==> src/rtl/sprite_scheduler_if.sv <==
// Bus between the sprite scheduler, the renderer bank and the shared bitmap ROM.
// The master side is the scheduler; the slave side is the renderer bank plus the ROM.
interface sprite_scheduler_if #(
  parameter int NUM_SPRITES = 4,
  parameter int ADDR_W      = 4,
  parameter int DATA_W      = 8
);
  logic [NUM_SPRITES-1:0]        in_progress;
  logic [NUM_SPRITES*ADDR_W-1:0] rom_addr_in;
  logic [NUM_SPRITES-1:0]        load;
  logic [DATA_W-1:0]             rom_bits_out;
  logic [ADDR_W-1:0]             rom_addr;
  logic [DATA_W-1:0]             rom_bits;

  modport master (
    input  in_progress, rom_addr_in, rom_bits,
    output load, rom_bits_out, rom_addr
  );

  modport slave (
    output in_progress, rom_addr_in, rom_bits,
    input  load, rom_bits_out, rom_addr
  );
endinterface

==> src/rtl/sprite_scheduler.sv <==
// Time-shares one sprite bitmap ROM between renderer slots during horizontal blank.
// Optional macro SPRITE_SCHED_ROTATE_EN: each scan starts after the last slot granted previously.
module sprite_scheduler #(
  parameter int NUM_SPRITES = 4,
  parameter int ADDR_W      = 4,
  parameter int DATA_W      = 8,
  parameter int SLOT_CYCLES = 4,
  parameter int LINE_BUDGET = NUM_SPRITES
) (
  input  logic               clk,
  input  logic               reset,
  input  logic               hsync,
  input  logic               clr_overrun,
  sprite_scheduler_if.master bus,
  output logic               busy,
  output logic               scan_done,
  output logic               budget_hit,
  output logic               overrun
);
  localparam int IDX_W = (NUM_SPRITES > 1) ? $clog2(NUM_SPRITES) : 1;
  localparam int CNT_W = $clog2(NUM_SPRITES + 1);
  localparam int CYC_W = $clog2(SLOT_CYCLES + 1);
  localparam logic [IDX_W-1:0] LAST_IDX  = IDX_W'(NUM_SPRITES - 1);
  localparam logic [CNT_W-1:0] ALL_SLOTS = CNT_W'(NUM_SPRITES);
  localparam logic [CNT_W-1:0] BUDGET    = CNT_W'(LINE_BUDGET);
  localparam logic [CYC_W-1:0] SLOT_LAST = CYC_W'(SLOT_CYCLES - 1);

  // SLOT holds all but the final cycle of an active slot; NEXT is the final
  // cycle of any slot, where the scan either advances or ends.
  typedef enum logic [1:0] {IDLE, SLOT, NEXT} state_t;

  state_t           state;
  logic             hsync_q;
  logic [IDX_W-1:0] slot;
  logic [IDX_W-1:0] start_slot;
  logic [CNT_W-1:0] visited;
  logic [CNT_W-1:0] granted;
  logic [CYC_W-1:0] cyc;
  logic             grant_valid;
`ifdef SPRITE_SCHED_ROTATE_EN
  logic [IDX_W-1:0] last_granted;
`endif

  logic             rise;
  logic             scan_end;
  logic             do_enter;
  logic [IDX_W-1:0] entry_idx;
  logic             entry_active;
  logic [CNT_W-1:0] granted_base;
  logic [CNT_W-1:0] visited_base;

  assign rise         = hsync & ~hsync_q;
  assign scan_end     = (state == NEXT) && ((visited == ALL_SLOTS) || (granted == BUDGET));
  assign do_enter     = ((state == IDLE) && rise) || ((state == NEXT) && !scan_end);
  assign entry_idx    = (state == IDLE) ? start_slot
                      : ((slot == LAST_IDX) ? '0 : slot + 1'b1);
  assign entry_active = bus.in_progress[entry_idx];
  assign granted_base = (state == IDLE) ? '0 : granted;
  assign visited_base = (state == IDLE) ? '0 : visited;

  assign bus.rom_addr     = grant_valid ? bus.rom_addr_in[int'(slot)*ADDR_W +: ADDR_W] : '0;
  assign bus.rom_bits_out = bus.rom_bits;

`ifndef SPRITE_SCHED_ROTATE_EN
  assign start_slot = '0;
`endif

  always_ff @(posedge clk or negedge reset) begin
    if (!reset) begin
      state       <= IDLE;
      hsync_q     <= 1'b0;
      slot        <= '0;
      visited     <= '0;
      granted     <= '0;
      cyc         <= '0;
      grant_valid <= 1'b0;
      bus.load    <= '0;
      busy        <= 1'b0;
      scan_done   <= 1'b0;
      budget_hit  <= 1'b0;
      overrun     <= 1'b0;
`ifdef SPRITE_SCHED_ROTATE_EN
      start_slot   <= '0;
      last_granted <= '0;
`endif
    end else begin
      // NOTE: pulse outputs default low with non-blocking assignments here and
      // are raised further down only on the cycle they apply; last NBA wins.
      hsync_q    <= hsync;
      scan_done  <= 1'b0;
      budget_hit <= 1'b0;
      bus.load   <= '0;

      if (rise && busy)
        overrun <= 1'b1;
      else if (clr_overrun)
        overrun <= 1'b0;

      if (do_enter) begin
        // in_progress is sampled only here, at slot entry
        state       <= entry_active ? SLOT : NEXT;
        slot        <= entry_idx;
        busy        <= 1'b1;
        visited     <= visited_base + 1'b1;
        cyc         <= CYC_W'(1);
        grant_valid <= entry_active;
        if (entry_active) begin
          bus.load <= NUM_SPRITES'(1) << entry_idx;
          granted  <= granted_base + 1'b1;
`ifdef SPRITE_SCHED_ROTATE_EN
          last_granted <= entry_idx;
`endif
        end else begin
          granted <= granted_base;
        end
      end else begin
        case (state)
          SLOT: begin
            cyc <= cyc + 1'b1;
            if (cyc == SLOT_LAST)
              state <= NEXT;
          end
          NEXT: begin
            if (scan_end) begin
              state       <= IDLE;
              busy        <= 1'b0;
              grant_valid <= 1'b0;
              scan_done   <= 1'b1;
              budget_hit  <= (visited != ALL_SLOTS);
`ifdef SPRITE_SCHED_ROTATE_EN
              if (granted != '0)
                start_slot <= (last_granted == LAST_IDX) ? '0 : last_granted + 1'b1;
`endif
            end
          end
          default: ;
        endcase
      end
    end
  end
endmodule

==> src/flat_wrapper.sv <==
// flat-port wrapper written by rule: the top's interface ports become plain ports
module sprite_scheduler_flat 
#(
  parameter int NUM_SPRITES = 4,
  parameter int ADDR_W      = 4,
  parameter int DATA_W      = 8,
  parameter int SLOT_CYCLES = 4,
  parameter int LINE_BUDGET = NUM_SPRITES
)
  (clk, reset, hsync, clr_overrun, busy, scan_done, budget_hit, overrun, bus_in_progress, bus_rom_addr_in, bus_rom_bits, bus_load, bus_rom_bits_out, bus_rom_addr);
  sprite_scheduler_if #(.NUM_SPRITES(NUM_SPRITES), .ADDR_W(ADDR_W), .DATA_W(DATA_W)) bus_i ();
  input  logic clk;
  input  logic reset;
  input  logic hsync;
  input  logic clr_overrun;
  output logic busy;
  output logic scan_done;
  output logic budget_hit;
  output logic overrun;
  input wire logic [$bits(bus_i.in_progress)-1:0] bus_in_progress;
  input wire logic [$bits(bus_i.rom_addr_in)-1:0] bus_rom_addr_in;
  input wire logic [$bits(bus_i.rom_bits)-1:0] bus_rom_bits;
  output wire logic [$bits(bus_i.load)-1:0] bus_load;
  output wire logic [$bits(bus_i.rom_bits_out)-1:0] bus_rom_bits_out;
  output wire logic [$bits(bus_i.rom_addr)-1:0] bus_rom_addr;
  assign bus_i.in_progress = bus_in_progress;
  assign bus_i.rom_addr_in = bus_rom_addr_in;
  assign bus_i.rom_bits = bus_rom_bits;
  assign bus_load = bus_i.load;
  assign bus_rom_bits_out = bus_i.rom_bits_out;
  assign bus_rom_addr = bus_i.rom_addr;
  sprite_scheduler #(.NUM_SPRITES(NUM_SPRITES), .ADDR_W(ADDR_W), .DATA_W(DATA_W), .SLOT_CYCLES(SLOT_CYCLES), .LINE_BUDGET(LINE_BUDGET)) u_core (.clk(clk), .reset(reset), .hsync(hsync), .clr_overrun(clr_overrun), .bus(bus_i), .busy(busy), .scan_done(scan_done), .budget_hit(budget_hit), .overrun(overrun));
endmodule
==> config.mk <==
export PLATFORM = sky130hd
export DESIGN_NAME = sprite_scheduler_flat
export DESIGN_NICKNAME = d
export VERILOG_FILES = /design/src/rtl/sprite_scheduler_if.sv /design/src/rtl/sprite_scheduler.sv /design/src/flat_wrapper.sv
export SDC_FILE = /design/constraint.sdc
export NUM_CORES = 1
export LEC_CHECK = 0
export CAP_MARGIN = 5
export CORE_UTILIZATION = 47
export CTS_BUF_LIST = sky130_fd_sc_hd__clkbuf_16
export DETAILED_ROUTE_END_ITERATION = 7
export PLACE_DENSITY = 0.84
export SETUP_SLACK_MARGIN = 0.3
export SYNTH_ARGS = -nofsm -noshare
export SYNTH_HDL_FRONTEND = slang
export SYNTH_SLANG_ARGS = --single-unit
==> constraint.sdc <==
create_clock -name clk -period 3 [get_ports clk]
set_input_delay 0.75 -clock clk [delete_from_list [all_inputs] [get_ports clk]]
set_output_delay 0.75 -clock clk [all_outputs]
set_load 0.05 [all_outputs]
Yosys cells after proc, flatten, opt, wreduce, memory -nomap -nowiden:

Cells that the tools add are included.

* register bits: 23
* word-level logic and storage cells: 74
* input bits: 32

* order comparisons: 1
* shift operators: 2
* bitwise logic cells: 2
* reduce and logical (&&, ||, !) cells: 15
* equality and inequality tests: 9
* add/sub/neg operators: 4
* multiplexer cells: 29

Operator list (number)
* variable part select 16 x 5 -> 4 bit: 1
* 2-to-1 mux 3 bit: 5
* 2-to-1 mux 1 bit: 13
* 2-to-1 mux 2 bit: 6
* 2-to-1 mux 4 bit: 3
* adder 3 x 1 -> 3 bit (second input constant): 3
* nonzero test 2 bit: 4
* == test 3 bit (second input constant): 2
* != test 3 x 1 -> 1 bit (second input constant): 2
* == test 2 bit (second input constant): 2
* logical AND 1 bit: 4
* case mux 2 bit (2 select lines): 1
* << shifter 1 x 2 -> 4 bit (first input constant): 1
* == test 3 x 2 -> 1 bit (second input constant): 1
* < comparator 2 x 3 -> 1 bit (second input constant): 1
* != test 3 bit (second input constant): 1
* AND reduction 3 bit: 1
* nonzero test 3 bit: 1
* adder 2 x 1 -> 2 bit (second input constant): 1
* binary-select mux 1 bit (select 2 bit): 1
* == test 2 x 1 -> 1 bit (second input constant): 1
* logical NOT 2 bit: 1
* logical OR 1 bit: 2
* AND reduction 2 bit: 1
* other kinds (3): 3

Depth between registers and ports, before layout:

Gate-level depths: netlist (run 1).

* word-level depth: 8
* gate-level depth with buffers: 8

Worst setup path before layout (run 1):

Ideal clock, no wire load.

* path kind: input port to output port
* from: in bus_rom_addr_in[12]
* to: out bus_rom_addr[0]
* path buffers: 0
* arrival time: 1512 ps
* stages on the path: 2
* required time: 2250 ps
* setup slack: 738 ps
* cells stage by stage: mux4_2 and2_1

* word-level cells in the longest chain between the ends: 2

Ends and longest elaborated chain
* start: declaration: line flat_wrapper.sv:21 `input wire logic [$bits(bus_i.rom_addr_in)-1:0] bus_rom_addr_in;`
* variable part select 16 x 5 -> 4 bit: line sprite_scheduler.sv:61 `assign bus.rom_addr = grant_valid ? bus.rom_addr_in[int'(slot)*ADDR_W +: ADDR_W] : '0;`
* 2-to-1 mux 4 bit: line sprite_scheduler.sv:61
* end: declaration: line flat_wrapper.sv:25 `output wire logic [$bits(bus_i.rom_addr)-1:0] bus_rom_addr;`

Every way passes these cells.

Final worst setup path (run 1):

Same ends and word-level chain as after synthesis.

==> results.md, run 1 <==
- The synthesized instance count is 122.
- In this run the vertical extent of the chip is 55.70 um.
- The kind of start point of the critical path is a primary input.
- The number of antenna violations at the first check in global routing is 0.
- The post-synthesis cell type count is 39.
- For this configuration, the core starts out at a cell density of 0.4957.
- The congestion estimate from routability-driven global placement came to 0.7415.
- STA classifies the critical path endpoint as an output pin.
- The total inserted antenna cells is 0.
- The aggregate global routing overflow is 0.
- In this run the mean area of a mapped cell was 11.11 um^2.
- The fraction of registers with async set/reset is 1.000.
- The smallest clock period supported by the final layout is computed as 2681 ps.
- The worst hold margin is 511.9 ps.
- In the routed design, unresolved DRC markers number 0.
- For this run, the register share of the synthesized area comes to 0.4247.
- The run finished with clean final reports.
- Entering global routing, the biggest net connects 24 pins.
- After the flow finishes, the layout carries non-filler instances totaling 184.
- The cell sitting at the root of the clock tree is a clkbuf_16.
- The maximum root-to-sink buffer count is 2.
- The post-detailed-route count of antenna-violating nets is 0.
- The number of vias per cell after detailed routing is 5.364.
- For the final routed database, the setup TNS stands at 0 ps.
- The count of TritonRoute iterations in the first routing pass is 4.
- Buffers inserted during clock tree synthesis total 3.
- The worst setup timing slack at the placement stage is 296.2 ps.
- The fraction of final layout cells sized beyond drive strength 1 is 0.1895.
- The final setup slack of the worst path is 319.0 ps.
- The power consumption is 1.930 mW.
- Across the routed clock network, the largest skew measured is 3.487 ps.
- The synthesized design contains 0 enable-type register cells.
- The clock-pin slew on the worst setup and hold paths is 60 ps.
- The static leakage power is 0.8301 nW.
- Once placement finished, the instance area stood at 0.001677 mm^2.
- The combined area of all synthesized cells is 0.001355 mm^2.
- Of all nets on the critical path, the largest fanout is 1.
- The worst hold path belongs to the class reg2reg.
- The number of rows in the core area is 19.
- The total detailed-routing wirelength is 2690 um.
- After detailed placement, the design holds a cell count of 180.
- The overall track demand over capacity in global routing is 0.1865.
- The CTS tree is done.
- After the last flow step, the layout net total stands at 194.
- The power density relative to cell area is 1076 mW/mm^2.
- Yosys printed 0 warnings.
- The slew at the pin closest to its max-slew limit is 500.2 ps.
- The final worst-path cycle share is 0.8937.
- The level count of the clock H-tree is 1.
- Dividing the detail-routed wire length by the instance count gives 14.62 um.
- Buffers placed on the I/O ports in this run total 35.
- The die is 55.70 um wide.
- VDD sags by at most 0.6351 mV.
- The number of hold violations in the final report is 0.
- The worst relative slew slack is 0.6655.
- During I/O placement, the number of pins put on the boundary was 52.
- The number of setup violations in the final report is 0.
- The share of the core filled with cells is 0.6558.
- The area enclosed by the die boundary is 0.003102 mm^2.
- The first-pass GRT wire length is 4457 um.
- The highest clock frequency the design can meet is 0.3730 GHz.
- The worst setup path category is in2out.
- The synthesized netlist net count is 162.
- In the synthesized netlist the dominant register cell turns out to be dfrtp_1.
- The area growth from synthesis to layout is 32.32%.
- The HPWL reported at the end of detailed placement is 1951 um.
- The number of DRC markers after the initial detailed-route iteration is 23.
- For the worst setup path, the data required time is 2250 ps.
- The number of global-route vias before repair was 988.
- The detailed router placed 987 vias in this run.
- The total of flip-flops plus latches after synthesis is 23.
- At the worst endpoint, the arrival time is 1930 ps.
- The post-layout instance area is 0.001793 mm^2.
- The clock latency of the later-clocked register in the worst-skew pair is 250 ps.
- Setup repair after global routing could not meet its margin everywhere.
- The clock drives 23 sinks.
- The max capacitance violation total is 0.
- The final max-slew violation count was 0.
- After clock tree synthesis, the setup repair step added 0 buffers.
- The placeable core region is 0.002734 mm^2.
==> worst paths after layout <==
check                                     endpoint                 from  depth (start not counted)  slack [ps]
min in group asynchronous       u_core.bus.load[1]                reset                          2         840
worst max register to register   u_core.granted[1]       u_core.slot[0]                          5         800
worst min register to register         u_core.busy          u_core.busy                          1         510
worst max-delay path               bus_rom_addr[0]  bus_rom_addr_in[12]                          4         320
max in group asynchronous           u_core.overrun                reset                          2        1930
worst min-delay path                   u_core.busy          u_core.busy                          1         510
==> where the power goes <==
part / switching [mW] / internal [mW]
clock: 0.102 / 0.178
combinational: 0.611 / 0.502
sequential: 0.104 / 0.433
==> routing by layer <==
| layer | track usage | routed length [um] | share of wire | vias up |
|---|---|---|---|---|
| li1 | - | - | - | 485 |
| met1 | 0.2205 | 1167 | 0.43 | 462 |
| met2 | 0.3098 | 1259 | 0.47 | 36 |
| met3 | 0.06047 | 226 | 0.084 | 4 |
| met5 | 0 | 0 | 0 | - |
| met4 | 0.08214 | 36 | 0.013 | 0 |
==> cells in the mapped netlist, drive strengths merged, types with 2 or more instances <==
cell type	n	share of area
dfrtp	23	0.42
buf	10	0.056
nand2	10	0.028
ha	8	0.074
inv	7	0.019
nor2	6	0.017
nor2b	6	0.028
a21oi	4	0.015
and2	4	0.018
mux4	4	0.066
o21ai	4	0.018
a21boi	3	0.017
a31o	3	0.019
and3	3	0.017
nor3b	3	0.025
mux2i	2	0.015
nand3	2	0.0074
nand3b	2	0.011
o21a	2	0.011
o31ai	2	0.011
==> worst max-delay path, cell delays in order <==
cell and delay (ps):
clkdlybuf4s50_1 410, mux4_2 450, and2_1 170, buf_6 150
==> layout by cell type, fill, tap and decap left out, types with 3 or more instances in the layout <==
cell	synthesis	routed
clkbuf_16	0	3
buf_4	8	3
ha_1	8	8
dlymetal6s2s_1	0	4
clkdlybuf4s50_1	0	27
nor2b_1	6	6
nor2_1	6	6
a21boi_0	3	3
mux4_2	4	4
a31o_2	3	3
and3_2	3	3
dfrtp_1	23	23
a21oi_1	4	4
nand2_1	10	10
inv_1	7	8
==> flip-flops by register name, indices dropped and copies added, names as in the netlist <==
name                cells
u_core.slot             2
u_core.bus.load         4
u_core.scan_done        1
u_core.granted          3
u_core.visited          3
u_core.overrun          1
u_core.cyc              3
u_core.state            2
u_core.grant_valid      1
u_core.hsync_q          1
u_core.busy             1
u_core.budget_hit       1
==> cell families (layout without fill, tap and decap cells) <==
| group | after synthesis | in the layout | share of synthesized area |
|---|---|---|---|
| compound gates | 26 | 26 | 0.1570 |
| xor+xnor | 2 | 2 | 0.01293 |
| fa+ha+maj | 8 | 8 | 0.07387 |
| buf+inv | 18 | 49 | 0.07848 |
| flops | 23 | 23 | 0.4247 |
| mux | 7 | 7 | 0.09234 |
| simple gates | 38 | 38 | 0.1607 |
==> layout make-up <==
cell class	count	area (um^2)
clock inverter	1	3.754
sequential	23	575.6
inverter	7	26.28
tap	31	38.79
timing repair buffer	38	395.4
multi-input combinational	81	678.2
clock buffer	3	75.07
fill	212	940.9
==> repair_timing <==
item / in CTS / in global routing
endpoints found under the setup margin: 3 / 3
hold buffers: 0 / 0
gates resized for setup: 3 / 9
hold endpoints to repair: 0 / 0
No activity file was read; power rests on OpenSTA's default activity.
==> run 2: changes to the inputs <==
--- a/config.mk
+++ b/config.mk
@@ -9,8 +9,9 @@
 export CORE_UTILIZATION = 47
 export CTS_BUF_LIST = sky130_fd_sc_hd__clkbuf_16
 export DETAILED_ROUTE_END_ITERATION = 7
-export PLACE_DENSITY = 0.84
+export PLACE_DENSITY = 0.94
 export SETUP_SLACK_MARGIN = 0.3
+export SLEW_MARGIN = 20
 export SYNTH_ARGS = -nofsm -noshare
 export SYNTH_HDL_FRONTEND = slang
 export SYNTH_SLANG_ARGS = --single-unit
==> run 2 against run 1 <==
Effect of this change:
- clock power up 1%
- critical path depth unchanged
- fmax decreased by 0.30%
- worst setup slack got worse by 8.1 ps
- largest cell class unchanged
- first-iteration DRC count fell by 13%
- critical path type unchanged
- core utilization grew 0.46 points
- non-clock buffer count shrank 1
- highest routed layer unchanged
- die area unchanged
- global-route usage increased by 2.4 points
- sequential share of layout area fell by 0.22 points
- combinational power barely moved
==> results.md, run 2 (same netlist as run 1, synthesis figures left out) <==
- The data arrival at the endpoint of the critical path was 1940 ps (was 1930 ps).
- The source of the worst hold timing path is u_core.busy (unchanged).
- The number of DRC markers after the initial detailed-route iteration is 20 (was 23).
- The level count of the clock H-tree is 1 (unchanged).
- The number of fillers in the final layout came to 195 (was 212).
- The number of antenna violations at the first check in global routing is 0 (unchanged).
- The capture point of the worst reg-to-reg path was u_core.granted[1] (unchanged).
- The final setup skew was 2.109 ps (was 3.487 ps).
- RSZ-0062 raised after global routing: true (unchanged).
- The cell depth of the worst min-delay path is 1 (unchanged).
- The maximum root-to-sink buffer count is 2 (unchanged).
- The slew at the pin closest to its max-slew limit came to 938.0 ps (was 500.2 ps).
- The total number of vias is 1001 (was 987).
- The clock net sink count is 23 (unchanged).
- The number of buffers inserted by hold repair at cts is 0 (unchanged).
- The post-detailed-route count of antenna-violating nets is 0 (unchanged).
- The reg2reg setup slack is 680 ps (was 800 ps).
- The number of setup buffers added after CTS is 0 (unchanged).
- The first-pass GRT wire length was 5064 um (was 4457 um).
- The number of rows in the core area was 19 (unchanged).
- The buffer and inverter count on the worst path is 2 (unchanged).
- The final max-slew violation count is 0 (unchanged).
- The worst setup path category is in2out (unchanged).
- The final weighted congestion of routability-driven global placement is 0.7686 (was 0.7415).
- The cell class contributing the biggest share of worst-path delay is buffers and inverters (unchanged).
- The register with the most flip-flops is u_core.bus.load (unchanged).
- The largest fanout of any net on the critical path came to 1 (unchanged).
- The total clock buffers created by CTS is 3 (unchanged).
- The root buffer selected by CTS is clkbuf_16 (unchanged).
- Cell-by-cell listing of the critical path: clkdlybuf4s50_1, mux4_2, and2_4, buf_6 (was clkdlybuf4s50_1, mux4_2, and2_1, buf_6).
- The DRC violations left came to 0 (unchanged).
- The launching point of the worst reg2reg path was u_core.state[0] (was u_core.slot[0]).
- The largest incremental delay on the critical path is 460 ps (was 450 ps).
- The number of cells upsized or downsized after cts is 3 (unchanged).
- The CTS tree is done (unchanged).
- The aggregate global routing overflow is 0 (unchanged).
- The total inserted antenna cells is 0 (unchanged).
- The total negative slack is 0 ps (unchanged).
- The pin count of the biggest net entering global routing is 24 (unchanged).
- The max capacitance violation total is 0 (unchanged).
- The clock latency of the later-clocked register in the worst-skew pair is 250 ps (about the same).
- The power density relative to cell area is 1083 mW/mm^2 (was 1076 mW/mm^2).
- The clock-pin slew on the worst setup and hold paths came to 60 ps (about the same).
- The count of buffers inserted at the top-level ports is 35 (unchanged).
- The final worst-path cycle share is 0.8963 (was 0.8937).
- The share of the core filled with cells is 0.6604 (was 0.6558).
- Highest-count cells in the layout ignoring fill and taps: clkdlybuf4s50_1, dfrtp_1, nand2_1 (unchanged).
- The count of TritonRoute iterations in the first routing pass came to 4 (unchanged).
- The highest clock frequency the design can meet is 0.3719 GHz (was 0.3730 GHz).
- The worst relative slew slack is 0.3693 (was 0.6655).
- The total detailed-routing wirelength was 3034 um (was 2690 um).
- The cell total after placement came to 179 (was 180).
- The highest ir drop seen on vdd was 0.6686 mV (was 0.6351 mV).
- The die boundary width is 55.70 um (unchanged).
- The depth of the worst register-to-register path is 6 (was 5).
- The area enclosed by the die boundary is 0.003102 mm^2 (unchanged).
- The number of global-route vias before repair is 1070 (was 988).
- The number of nets in the final layout was 193 (was 194).
- The final period demand of the worst path was 2689 ps (was 2681 ps).
- The static leakage power came to 0.8646 nW (was 0.8301 nW).
- The HPWL reported at the end of detailed placement is 2199 um (was 1951 um).
- The fraction of final layout cells sized beyond drive strength 1 is 0.2039 (was 0.1895).
- The cell at the slowest stage of the critical path was mux4_2 (unchanged).
- The final non-filler cell total is 183 (was 184).
- The kind of start point of the critical path is a primary input (unchanged).
- The overall track demand over capacity in global routing is 0.2102 (was 0.1865).
- The kind of end point of the critical path was an output pin (unchanged).
- The number of setup violations in the final report is 0 (unchanged).
- The routed wirelength normalized by instance count is 16.58 um (was 14.62 um).
- The placeable core region was 0.002734 mm^2 (unchanged).
- The destination of the worst hold path was u_core.busy (unchanged).
- The flip-flop count of the largest register, all copies and words added is 4 (unchanged).
- The overall die height is 55.70 um (unchanged).
- Outcome: completed (unchanged).
- The worst min-delay path category is reg2reg (unchanged).
- The effective utilization at floorplan was 0.4957 (unchanged).
- The number of vias per cell after detailed routing is 5.470 (was 5.364).
- The number of hold violations in the final report is 0 (unchanged).
- The number of top-level pins came to 52 (unchanged).
- The worst path required time came to 2250 ps (about the same).
- The area growth from synthesis to layout is 33.24% (was 32.32%).
-- run 2: metrics by stage --
| step | cell area [um^2] | total power [mW] | setup slack (ps) | hold WS (ps) |
|---|---|---|---|---|
| floorplan | 1355 | 1.377 | 738.1 | 454.4 |
| global placement | 1669 | 1.564 | 299.7 | 499.2 |
| detailed placement | 1669 | 1.624 | 275.1 | 506.2 |
| CTS | 1760 | 1.930 | 293.4 | 519.6 |
| global route | 1805 | 2.083 | 292.9 | 528.6 |
| finish | 1805 | 1.956 | 311.0 | 518.4 |
-- run 2: routing by layer --
layer	share of wire	vias up	track usage
met2	0.53	38	0.3873
li1	-	482	-
met3	0.077	4	0.04419
met5	0	-	0
met1	0.39	477	0.2427
met4	0.0046	0	0.06429
-- run 2: worst reg2reg max path: cells and delay by family (launching register included) --
kind                     cells  cell delay (ps)
flip-flops                   1              410
adder cells (fa/ha/maj)      1              500
AO/OA/AOI/OAI                2              560
buffers and inverters        1              110
AND/OR/NAND/NOR              1              290
multiplexers                 1              330
-- run 2: layout make-up --
type / count / area, um^2 / area share
well taps: 31 / 38.79 / 0.02148
inverters: 7 / 26.28 / 0.01455
repair buffers: 37 / 401.6 / 0.2225
flip-flops and latches: 23 / 575.6 / 0.3188
clock buffers: 3 / 75.07 / 0.04158
multi-input cells: 81 / 683.2 / 0.3784
clock inverters: 1 / 5.005 / 0.002772
-- run 2: worst max path at each step --
stage	from	end	depth (start not counted)
CTS	bus_rom_addr_in[8]	bus_rom_addr[0]	4
floorplan	bus_rom_addr_in[12]	bus_rom_addr[0]	2
detailed placement	bus_rom_addr_in[8]	bus_rom_addr[0]	4
global route	bus_rom_addr_in[7]	bus_rom_addr[3]	4
finish	bus_rom_addr_in[0]	bus_rom_addr[0]	4
global placement	bus_rom_addr_in[8]	bus_rom_addr[0]	4
-- run 2: power by group --
part / leakage [nW] / switching [mW] / internal (mW)
logic: 0.536 / 0.618 / 0.507
registers: 0.287 / 0.114 / 0.433
clock network: 0.0409 / 0.105 / 0.179
total: 0.865 / 0.837 / 1.12
